## src/rtl/char_plane_write_ctrl.sv

```systemverilog
// Terminal-style write sequencer: turns a stream of character IDs into character-plane writes, scrolls and clears.
// Latency: printable/BS/NL one busy cycle after accept; a scroll adds 1 push_up cycle plus COL_NUMBER blank-fill cycles.
// Backpressure: in_ready is high only in IDLE; one ID is accepted per return to IDLE. Optional macro: CHAR_PLANE_AUTO_WRAP_EN.
module char_plane_write_ctrl #(
  parameter int ROW_NUMBER     = 15,
  parameter int COL_NUMBER     = 40,
  parameter int ROW_BIT_LEN    = 4,
  parameter int COL_BIT_LEN    = 6,
  parameter int CHAR_ID_LENGTH = 8,
  parameter logic [CHAR_ID_LENGTH-1:0] BLANK_ID = '0,
  parameter logic [CHAR_ID_LENGTH-1:0] NL_ID    = CHAR_ID_LENGTH'(8'h0A),
  parameter logic [CHAR_ID_LENGTH-1:0] BS_ID    = CHAR_ID_LENGTH'(8'h08),
  parameter logic [CHAR_ID_LENGTH-1:0] CLR_ID   = CHAR_ID_LENGTH'(8'h0C)
) (
  input  logic                      clk,
  input  logic                      reset_n,
  input  logic [CHAR_ID_LENGTH-1:0] in_char_id,
  input  logic                      in_valid,
  output logic                      in_ready,
  output logic [ROW_BIT_LEN-1:0]    put_row,
  output logic [COL_BIT_LEN-1:0]    put_col,
  output logic [CHAR_ID_LENGTH-1:0] put_character_id,
  output logic                      we,
  output logic                      push_up,
  output logic                      plane_reset,
  output logic [ROW_BIT_LEN-1:0]    cursor_row,
  output logic [COL_BIT_LEN-1:0]    cursor_col,
  output logic                      busy
);

  localparam logic [ROW_BIT_LEN-1:0] ROW_LAST = ROW_BIT_LEN'(ROW_NUMBER - 1);
  localparam logic [COL_BIT_LEN-1:0] COL_LAST = COL_BIT_LEN'(COL_NUMBER - 1);
  localparam logic [ROW_BIT_LEN-1:0] ROW_ONE  = ROW_BIT_LEN'(1);
  localparam logic [COL_BIT_LEN-1:0] COL_ONE  = COL_BIT_LEN'(1);

  typedef enum logic [2:0] {S_IDLE, S_WRITE, S_SCROLL, S_BLANK, S_CLEAR} state_e;

  state_e                    state_q;
  logic [ROW_BIT_LEN-1:0]    row_q;
  logic [COL_BIT_LEN-1:0]    col_q;
  logic [ROW_BIT_LEN-1:0]    put_row_q;
  logic [COL_BIT_LEN-1:0]    put_col_q;
  logic [CHAR_ID_LENGTH-1:0] put_id_q;
  logic                      we_q;
  logic                      push_up_q;
  logic                      plane_reset_q;
  logic                      busy_q;
  logic                      in_ready_q;
  // WRITE is also the one-cycle settle state for NL/BS; adv_q marks a printable write whose cursor must advance.
  logic                      adv_q;

  // Sequencer: state, cursor and every registered output move together so strobes stay mutually exclusive.
  always_ff @(posedge clk or negedge reset_n) begin
    if (!reset_n) begin
      state_q       <= S_IDLE;
      row_q         <= '0;
      col_q         <= '0;
      put_row_q     <= '0;
      put_col_q     <= '0;
      put_id_q      <= '0;
      we_q          <= 1'b0;
      push_up_q     <= 1'b0;
      plane_reset_q <= 1'b0;
      busy_q        <= 1'b0;
      in_ready_q    <= 1'b1;
      adv_q         <= 1'b0;
    end else begin
      case (state_q)
        S_IDLE: begin
          if (in_valid && in_ready_q) begin
            busy_q     <= 1'b1;
            in_ready_q <= 1'b0;
            adv_q      <= 1'b0;
            if (in_char_id == CLR_ID) begin
              state_q       <= S_CLEAR;
              plane_reset_q <= 1'b1;
              row_q         <= '0;
              col_q         <= '0;
            end else if (in_char_id == NL_ID) begin
              col_q <= '0;
              if (row_q < ROW_LAST) begin
                row_q   <= row_q + ROW_ONE;
                state_q <= S_WRITE;
              end else begin
                state_q   <= S_SCROLL;
                push_up_q <= 1'b1;
              end
            end else if (in_char_id == BS_ID) begin
              state_q <= S_WRITE;
              if (col_q != '0) begin
                col_q     <= col_q - COL_ONE;
                we_q      <= 1'b1;
                put_row_q <= row_q;
                put_col_q <= col_q - COL_ONE;
                put_id_q  <= BLANK_ID;
              end
            end else begin
              state_q   <= S_WRITE;
              adv_q     <= 1'b1;
              we_q      <= 1'b1;
              put_row_q <= row_q;
              put_col_q <= col_q;
              put_id_q  <= in_char_id;
            end
          end
        end

        S_WRITE: begin
          we_q  <= 1'b0;
          adv_q <= 1'b0;
          if (adv_q && (col_q == COL_LAST)) begin
`ifdef CHAR_PLANE_AUTO_WRAP_EN
            col_q <= '0;
            if (row_q < ROW_LAST) begin
              row_q      <= row_q + ROW_ONE;
              state_q    <= S_IDLE;
              busy_q     <= 1'b0;
              in_ready_q <= 1'b1;
            end else begin
              state_q   <= S_SCROLL;
              push_up_q <= 1'b1;
            end
`else
            // Without wrap the cursor parks on the last column until a newline.
            state_q    <= S_IDLE;
            busy_q     <= 1'b0;
            in_ready_q <= 1'b1;
`endif
          end else begin
            if (adv_q) col_q <= col_q + COL_ONE;
            state_q    <= S_IDLE;
            busy_q     <= 1'b0;
            in_ready_q <= 1'b1;
          end
        end

        S_SCROLL: begin
          push_up_q <= 1'b0;
          we_q      <= 1'b1;
          put_row_q <= ROW_LAST;
          put_col_q <= '0;
          put_id_q  <= BLANK_ID;
          state_q   <= S_BLANK;
        end

        S_BLANK: begin
          // put_col_q doubles as the blank-fill column counter.
          if (put_col_q == COL_LAST) begin
            we_q       <= 1'b0;
            state_q    <= S_IDLE;
            busy_q     <= 1'b0;
            in_ready_q <= 1'b1;
          end else begin
            put_col_q <= put_col_q + COL_ONE;
          end
        end

        S_CLEAR: begin
          plane_reset_q <= 1'b0;
          state_q       <= S_IDLE;
          busy_q        <= 1'b0;
          in_ready_q    <= 1'b1;
        end

        default: begin
          we_q          <= 1'b0;
          push_up_q     <= 1'b0;
          plane_reset_q <= 1'b0;
          state_q       <= S_IDLE;
          busy_q        <= 1'b0;
          in_ready_q    <= 1'b1;
        end
      endcase
    end
  end

  assign in_ready         = in_ready_q;
  assign put_row          = put_row_q;
  assign put_col          = put_col_q;
  assign put_character_id = put_id_q;
  assign we               = we_q;
  assign push_up          = push_up_q;
  assign plane_reset      = plane_reset_q;
  assign cursor_row       = row_q;
  assign cursor_col       = col_q;
  assign busy             = busy_q;

endmodule

```

## config.mk

```make
export PLATFORM = sky130hd
export DESIGN_NAME = char_plane_write_ctrl
export DESIGN_NICKNAME = d
export VERILOG_FILES = /design/src/rtl/char_plane_write_ctrl.sv
export SDC_FILE = /design/constraint.sdc
export NUM_CORES = 1
export LEC_CHECK = 0
export BUFFER_PORTS_ARGS = -buffer_cell sky130_fd_sc_hd__buf_2
export CAP_MARGIN = 15
export CORE_ASPECT_RATIO = 2
export CORE_MARGIN = 1.5
export CORE_UTILIZATION = 37
export DETAILED_ROUTE_END_ITERATION = 12
export PLACE_DENSITY = 0.56
export SLEW_MARGIN = 5
export SYNTH_ARGS = -nofsm -noshare
export SYNTH_HDL_FRONTEND = slang
export SYNTH_SLANG_ARGS = --single-unit
export TNS_END_PERCENT = 20
```

## constraint.sdc

```tcl
create_clock -name clk -period 4.5 [get_ports clk]
set_input_delay 0 -clock clk [delete_from_list [all_inputs] [get_ports clk]]
set_output_delay 0 -clock clk [all_outputs]
set_load 0.03 [all_outputs]
```

Word level (Yosys, flattened, before mapping)
Cells that the tools add are included.
{"block": "word_totals", "elab_cells": 124, "regBits": 37, "input_bits": 11, "out_inout_bits": 33}
{"block": "classes", "muxes": 60, "bitwise": 4, "addsub": 4, "n_reduce_logical": 21, "magnitude_cmp": 1, "eq_ne": 22}
{"cell": "two-way mux 6 bit", "n": 12}
{"cell": "two-way mux 8 bit", "n": 5}
{"cell": "two-way mux 4 bit", "n": 8}
{"cell": "equality test 8 x 4 -> 1 bit (second input constant)", "n": 3}
{"cell": "!= test 2 bit (second input constant)", "n": 10}
{"cell": "two-way mux 1 bit", "n": 19}
{"cell": "one-hot mux 6 bit (3 select lines)", "n": 1}
{"cell": "AND reduction 6 bit", "n": 3}
{"cell": "one-hot mux 8 bit (2 select lines)", "n": 1}
{"cell": "adder 6 x 1 -> 6 bit (second input constant)", "n": 2}
{"cell": "equality test 6 bit (second input constant)", "n": 2}
{"cell": "two-way mux 3 bit", "n": 4}
{"cell": "one-hot mux 6 bit (2 select lines)", "n": 1}
{"cell": "AND reduction 5 bit", "n": 2}
{"cell": "one-hot mux 3 bit (3 select lines)", "n": 1}
{"cell": "!= test 4 bit (second input constant)", "n": 2}
{"cell": "one-hot mux 4 bit (2 select lines)", "n": 1}
{"cell": "nonzero test 2 bit", "n": 4}
{"cell": "equality test 3 x 2 -> 1 bit (second input constant)", "n": 2}
{"cell": "one-hot mux 1 bit (2 select lines)", "n": 3}
{"cell": "one-hot mux 1 bit (3 select lines)", "n": 2}
{"cell": "AND reduction 3 bit", "n": 2}
{"cell": "nonzero test 6 bit", "n": 1}
{"cell": "OR reduction 3 bit", "n": 2}
{"cell": "14 further kinds", "n": 19}

Longest topological paths before layout
Gate-level depths: netlist (run 1).
{"block": "logic_depth", "ltp_word": 7, "depth_mapped": 7, "mapped_depth_nobuf": 6}

Least setup slack after synthesis (run 1)
OpenSTA, ideal clock, no wires.
{"block": "synth_timing", "path_kind": "register to register", "start": "reg col_q[0], in the netlist cursor_col[0]", "end": "reg put_id_q[0], in the netlist put_character_id[0]", "period_less_slack_ps": 2397, "t_required_ps": 4373, "n_path_buf": 1, "stages_incl_launch_ff": 8, "t_arrival_ps": 2270, "path_slack_ps": 2103, "setup_time_ps": 127, "path_cell_list": "dfrtp_1 -> inv_1 -> ha_1 -> nor4b_2 -> o211a_2 -> nor4_2 -> buf_6 -> mux2_1"}
{"block": "synth_between", "elab_chain_len": 3}
{"element": "start, declared", "line_no": "40", "rtl": "logic [COL_BIT_LEN-1:0] col_q;"}
{"element": "start signal, assigned", "line_no": "91", "rtl": "col_q <= col_q - COL_ONE;"}
{"element": "start signal, assigned", "line_no": "130", "rtl": "if (adv_q) col_q <= col_q + COL_ONE;"}
{"element": "nonzero test 6 bit", "line_no": "90", "rtl": "if (col_q != '0) begin"}
{"element": "!= test 3 bit (no source line)"}
{"element": "AND reduction 5 bit (no source line)"}
{"element": "end signal, assigned", "line_no": "103", "rtl": "put_id_q <= in_char_id;"}
{"element": "end, declared", "line_no": "43", "rtl": "logic [CHAR_ID_LENGTH-1:0] put_id_q;"}
Every way passes these cells.
A chain may end at the register's enable or synchronous reset.

Worst setup path after layout (run 1)
{"block": "layout_timing", "start": "reg state_q[1]", "end": "reg put_col_q[1], in the netlist put_col[1]"}
{"block": "layout_between", "elab_chain_len": 3, "word_cells_on_any_way": 11, "cone_classes": "eq/ne: 7; mux: 1; reduce/logical: 3"}
{"element": "start, declared", "line_no": "38", "rtl": "state_e state_q;"}
{"element": "start signal, assigned", "line_no": "55", "rtl": "state_q <= S_IDLE;"}
{"element": "start signal, assigned", "line_no": "75", "rtl": "state_q <= S_CLEAR;"}
{"element": "start signal, assigned", "line_no": "83", "rtl": "state_q <= S_WRITE;"}
{"element": "equality test 3 x 2 -> 1 bit / logical NOT 3 bit (equally long branches)", "line_no": "68", "rtl": "case (state_q)"}
{"element": "!= test 2 bit (no source line), or another cell as far along"}
{"element": "AND reduction 6 bit (no source line)"}
{"element": "end signal, assigned", "line_no": "94", "rtl": "put_col_q <= col_q - COL_ONE;"}
{"element": "end signal, assigned", "line_no": "102", "rtl": "put_col_q <= col_q;"}
{"element": "end signal, assigned", "line_no": "154", "rtl": "put_col_q <= put_col_q + COL_ONE;"}
{"element": "end, declared", "line_no": "42", "rtl": "logic [COL_BIT_LEN-1:0] put_col_q;"}
Parallel ways exist; a longest one is shown, timed or not.

==> results of run 1 <==
## logic make-up after synthesis
| group | after synthesis |
|---|---|
| flops | 37 |
| compound gates | 60 |
| buf+inv | 22 |
| mux | 17 |
| simple gates | 91 |
| xor+xnor | 7 |
| fa+ha+maj | 5 |
## power by group through the flow
stage          combinational (mW)  clock, mW  sequential (mW)
2_1_floorplan               0.163          0            0.543
3_3_place_gp                0.369          0            0.452
3_5_place_dp                0.369          0            0.453
4_1_cts                     0.371      0.362            0.448
5_1_grt                     0.402      0.374            0.456
6_report                    0.366      0.354            0.446
## cell usage in the layout, fill, tap and decap left out, types with 5 or more instances in the layout
master	n
a21oi_1	7
a31oi_1	6
buf_2	43
clkbuf_16	5
dfrtp_1	36
ha_1	5
inv_1	9
mux2_1	6
mux2_2	6
nand2_1	16
nand3_1	11
nand4_1	7
nor2_1	19
nor2b_1	10
o21ai_0	17
## flip-flops by register name (all words and copies together) (netlist names)
name	flops
we	1
in_ready	1
push_up	1
put_col	6
busy	1
state_q	3
put_character_id	8
cursor_col	6
cursor_row	4
plane_reset	1
adv_q	1
put_row	4
## layout make-up
class	count	area [um2]
fill	607	3290
sequential	37	927
tap	63	78.8
timing repair buffer	46	240
multi-input combinational	180	1230
clock buffer	8	146
inverter	9	33.8
## timing repair
item                                   4_1_cts  5_1_grt
hold buffers                                 1        0
endpoints found under the hold margin       36        0
gates resized for setup                      0        0
## metrics by stage
stage	power (mW)	hold slack, ns
floorplan	0.706	-0.296
global placement	0.821	0.155
detailed placement	0.822	0.166
CTS	1.18	0.115
global route	1.23	0.144
finish	1.17	0.110
## worst max-delay path, stage by stage (launching register included)
cell	delay, ns
dfrtp_1	0.57
nor2b_1	0.53
nand2_1	0.27
o221ai_1	0.36
or3_1	0.26
mux2_2	0.35
## layer usage
metal / GRT usage / up-vias
li1: - / 956
met3: 0.0283 / 9
met2: 0.353 / 64
met5: 0 / -
met1: 0.212 / 962
met4: 0.0760 / 0
## final timing paths
path | from | end | depth (start not counted)
hold reg to reg | put_character_id[4] | put_character_id[4] | 1
hold / removal | in_valid | in_ready | 4
max in group asynchronous | reset_n | cursor_col[5] | 2
min in group asynchronous | reset_n | plane_reset | 2
setup reg to reg | state_q[1] | put_col[1] | 5
setup / recovery | state_q[1] | put_col[1] | 5
==> results.txt, run 1 <==
Share of layout cells above drive strength 1: 0.246
Core area: 0.00596 mm2
RSZ-0062 raised after global routing: false
Setup TNS: 0 ns
Int Pwr: 0.744 mW
Synth area leader: dfrtp_1
Hpwl dp: 4420 um
Routed wl met2: 3330 um
Area Growth Syn to Fin: 17.3%
Avg Vias per Cell: 5.80
Final Util: 0.447
Leak pwr: 1.21 nW
Sw frac: 0.362
Metal3 WL: 213 um
Fin worst setup slack: 2.03 ns
Maximum fanout along the worst path: 15
Pre-antenna DRT Iters: 4
Non-filler instance count after layout: 343
Post-synth ARST share: 1.00
Final period util: 0.549
DR vias: 1991
Num ports: 44
Mux share of post-synthesis cell area: 0.0838
Die H: 114 um
# placed instances: 334
Clock skew: 0.00354 ns
Fin crit period: 2.47 ns
Mean Syn Cell Area: 9.50 um2
EDFF count, synth: 0
Synth Area in Compound Gates: 0.184
DRT iter0 DRCs: 80
Most frequent cell after synthesis: dfrtp_1
Inserted Diodes: 0
Setup violators final: 0
# DRC: 0
# H-tree levels: 2
Outcome: finished, final reports clean
Power Density: 438 mW/mm2
Fin nets: 295
R2r setup slk: 2.03 ns
ANT nets after route: 0
Main flop type after synthesis: dfrtp_1
Register area share after synthesis: 0.408
Largest net degree at the start of global routing: 38
Synthesized instance count: 239
Dominant cells by area after synthesis: dfrtp_1 40%, o21ai_0 3.7%, nor2_1 3.1%, mux2_1 3.0%, mux2_2 3.0%
Synth Area in Simple Gates: 0.222
Worst-margin pin slew: 0.911 ns
Initial Utilization: 0.381
Clock share of power: 0.304
Yosys top cell area share: 0.397
Clk sinks: 37
Top sig layer: met4
Yosys Warn Count: 0
Slew Limit Fails: 0
Drt total wl: 5860 um
Adder-Cell Fraction of Synth Area: 0.0276
CP Capture Type: flip-flop
WL/cell: 17.1 um
Yosys cell types: 56
Post-synth net total: 255
CTS tree: done
Initial antenna violation count: 0
Top post-synthesis cells by count: 36 x dfrtp_1, 19 x nor2_1, 17 x o21ai_0, 16 x nand2_1, 11 x nand3_1
Sequential Power Share: 0.383
Number of global-route vias before repair: 1962
Port bufs: 43
Routability Congestion: 0.903
Peak supply drop: 0.000187 V
CTS root buffer: clkbuf_16
Die ar.: 0.00664 mm2
Worst Hold Class: in2reg
Cell row count: 40
Largest family of logic cells by synthesized area: simple AND/OR/NAND/NOR gates
First-pass GRT wire length: 9820 um
Die width: 58.4 um
Clock buffer depth: 2
Metal-1 WL: 2220 um
Design Area, Final: 0.00266 mm2
#FFs+latches synth: 37
CP Class: reg2reg
Gr usage total: 0.192
Post-DP Area: 0.00250 mm2
Worst setup SP type: flip-flop
Clock transition at the registers of the reported paths: 0.06 ns
Gate power share: 0.314
Clock buffers created by TritonCTS: 5
Post-Synth XOR/XNOR Area: 0.0270
Max_slew headroom: 0.387
Worst endpoint data arrival time: 2.64 ns
Grt ovf: 0
Max Freq: 405 MHz
WP data required: 4.67 ns
Synthesized cell area: 0.00227 mm2
P_sw: 0.422 mW
Max_cap viols: 0
Worst slack, placed: 2.06 ns
Post-CTS setup buffers: 0
Fin. Hold Viols: 0
Worst-skew pair later-pin latency: 0.28 ns
Power figures use the tool's default switching activity.
==> run 2, diff against run 1 <==
==> constraint.sdc (replaced) <==
create_clock -name clk -period 2.3 [get_ports clk]
set_input_delay 0 -clock clk [delete_from_list [all_inputs] [get_ports clk]]
set_output_delay 0 -clock clk [all_outputs]
set_load 0.03 [all_outputs]
==> run 2 against run 1 <==
Against the previous run: cell count increased by 4.4%; sequential power rose by 92%; largest power group unchanged; critical endpoint is now put_character_id[3]; sequential cell count did not move; total power increased by 100%; hold slack worse by 0.014 ns; global-route usage increased by 1.2 points; die area is the same; highest routed layer unchanged; sequential share of layout area shrank 1.7 points; first-iteration DRC count shrank 16%.
==> results.txt, run 2 (same netlist as run 1, synthesis figures left out) <==
Num ports: 44
Slew Limit Fails: 0
Max Freq: 472 MHz
Final period util: 0.921
Hold path cells: 3
Clock skew: 0.00383 ns
Clock share of power: 0.310
Most common cell after layout, fill and taps aside: buf_2
RSZ-0062 raised after global routing: false
Outcome: finished, final reports clean
WP data required: 2.47 ns
Worst slack, placed: 0.205 ns
Leak pwr: 1.30 nW
Setup TNS: 0 ns
Cell row count: 40
Number of global-route vias before repair: 2073
Hpwl dp: 4590 um
Design Area, Final: 0.00281 mm2
Max_slew headroom: 0.429
Fin nets: 310
Power Density: 834 mW/mm2
Post-DP Area: 0.00264 mm2
Worst setup SP type: flip-flop
Core area: 0.00596 mm2
# H-tree levels: 2
Maximum fanout along the worst path: 13
Share of layout cells above drive strength 1: 0.298
CP Class: reg2reg
# DRC: 0
Non-filler instance count after layout: 358
Sequential Power Share: 0.366
Post-CTS setup buffers: 0
Die ar.: 0.00664 mm2
Worst Hold Class: in2reg
Clock buffers created by TritonCTS: 5
DR vias: 2061
Pre-antenna DRT Iters: 4
Port bufs: 43
Worst-margin pin slew: 0.856 ns
Hold endpoint: put_character_id[4]
Setup violators final: 0
WL/cell: 17.1 um
Initial Utilization: 0.381
Drt total wl: 6140 um
Max_cap viols: 0
Largest net degree at the start of global routing: 38
ANT nets after route: 0
Largest register FFs: 8
R2r setup slk: 0.18 ns
Peak supply drop: 0.000485 V
Area Growth Syn to Fin: 23.8%
Most frequent cells in the layout: 43 x buf_2, 34 x dfrtp_1, 19 x nor2_1
Worst-skew pair later-pin latency: 0.28 ns
Grt ovf: 0
DRT iter0 DRCs: 67
Hold Crit Start: in_char_id[4]
Gr usage total: 0.204
Fin worst setup slack: 0.181 ns
Die H: 114 um
Int Pwr: 1.50 mW
Gate power share: 0.324
RR Endpoint: put_character_id[3]
Reg2reg start: cursor_col[0]
Routability Congestion: 0.909
Fillers: 597
Clock buffer depth: 2
Worst endpoint data arrival time: 2.29 ns
Initial antenna violation count: 0
# placed instances: 349
Sw frac: 0.358
Clk sinks: 37
Fin. Hold Viols: 0
Clock transition at the registers of the reported paths: 0.06 ns
Reg2Reg Depth: 7
Inserted Diodes: 0
CTS tree: done
Die width: 58.4 um
Fin crit period: 2.12 ns
Avg Vias per Cell: 5.76
CTS root buffer: clkbuf_16
P_sw: 0.840 mW
First-pass GRT wire length: 10200 um
CP Capture Type: flip-flop
==> run 2: cell types whose count changed in the layout (fill, tap and decap cells not counted) <==
cell	change
dfrtp_2	+2
clkbuf_1	-2
dfrtp_1	-2
nor4_4	+1
clkinv_2	+1
buf_12	+1
clkbuf_8	+1
nor4_2	-1
buf_4	+14
==> run 2: metrics by stage <==
step	utilization	hold slack [ns]	total power [mW]
2_1_floorplan	-	-0.296	1.38
3_3_place_gp	0.443	0.154	1.63
3_5_place_dp	0.443	0.174	1.63
4_1_cts	0.472	0.0937	2.37
5_1_grt	0.472	0.129	2.47
6_report	0.472	0.0955	2.34
==> run 2: metal layers <==
layer | share of wire | vias up | GRT usage
met5 | 0 | - | 0
met4 | 0.042 | 0 | 0.116
met3 | 0.038 | 16 | 0.0329
met2 | 0.55 | 66 | 0.365
met1 | 0.37 | 989 | 0.216
li1 | - | 990 | -
==> run 2: critical path, stage by stage (launching register included) <==
cell	delay, ns
dfrtp_2	0.39
inv_1	0.10
ha_1	0.22
nor4b_2	0.17
o211a_2	0.32
nor4_4	0.28
buf_12	0.19
mux2_2	0.34
==> run 2: area by class of cell <==
class	count	area [um2]	area share
clock buffers	7	153	0.0543
clock inverters	1	5.00	0.00178
inverters	9	33.8	0.0120
multi-input cells	180	1240	0.443
flip-flops and latches	37	930	0.331
well taps	63	78.8	0.0281
repair buffers	61	365	0.130
==> run 2: worst max-delay path by stage <==
stage | endpoint | cells after the start | slack [ns] | startpoint
CTS | put_character_id[3] | 7 | 0.18 | cursor_col[0]
global placement | put_character_id[7] | 7 | 0.23 | cursor_col[0]
floorplan | put_col[0] | 7 | 0.04 | cursor_col[3]
finish | put_character_id[3] | 7 | 0.18 | cursor_col[0]
detailed placement | put_character_id[3] | 7 | 0.20 | cursor_col[0]
global route | put_character_id[3] | 7 | 0.07 | cursor_col[0]
==> run 2: repair_timing <==
| action | 4_1_cts | 5_1_grt |
|---|---|---|
| endpoints found under the hold margin | 36 | 0 |
| resized for setup | 0 | 0 |
| hold buffers | 1 | 0 |
==> run 2: power by group through the flow <==
| stage | logic, mW | registers [mW] | clock network, mW |
|---|---|---|---|
| global route | 0.829 | 0.875 | 0.768 |
| floorplan | 0.321 | 1.06 | 0 |
| detailed placement | 0.762 | 0.870 | 0 |
| global placement | 0.757 | 0.869 | 0 |
| CTS | 0.766 | 0.858 | 0.743 |
| finish | 0.760 | 0.857 | 0.726 |
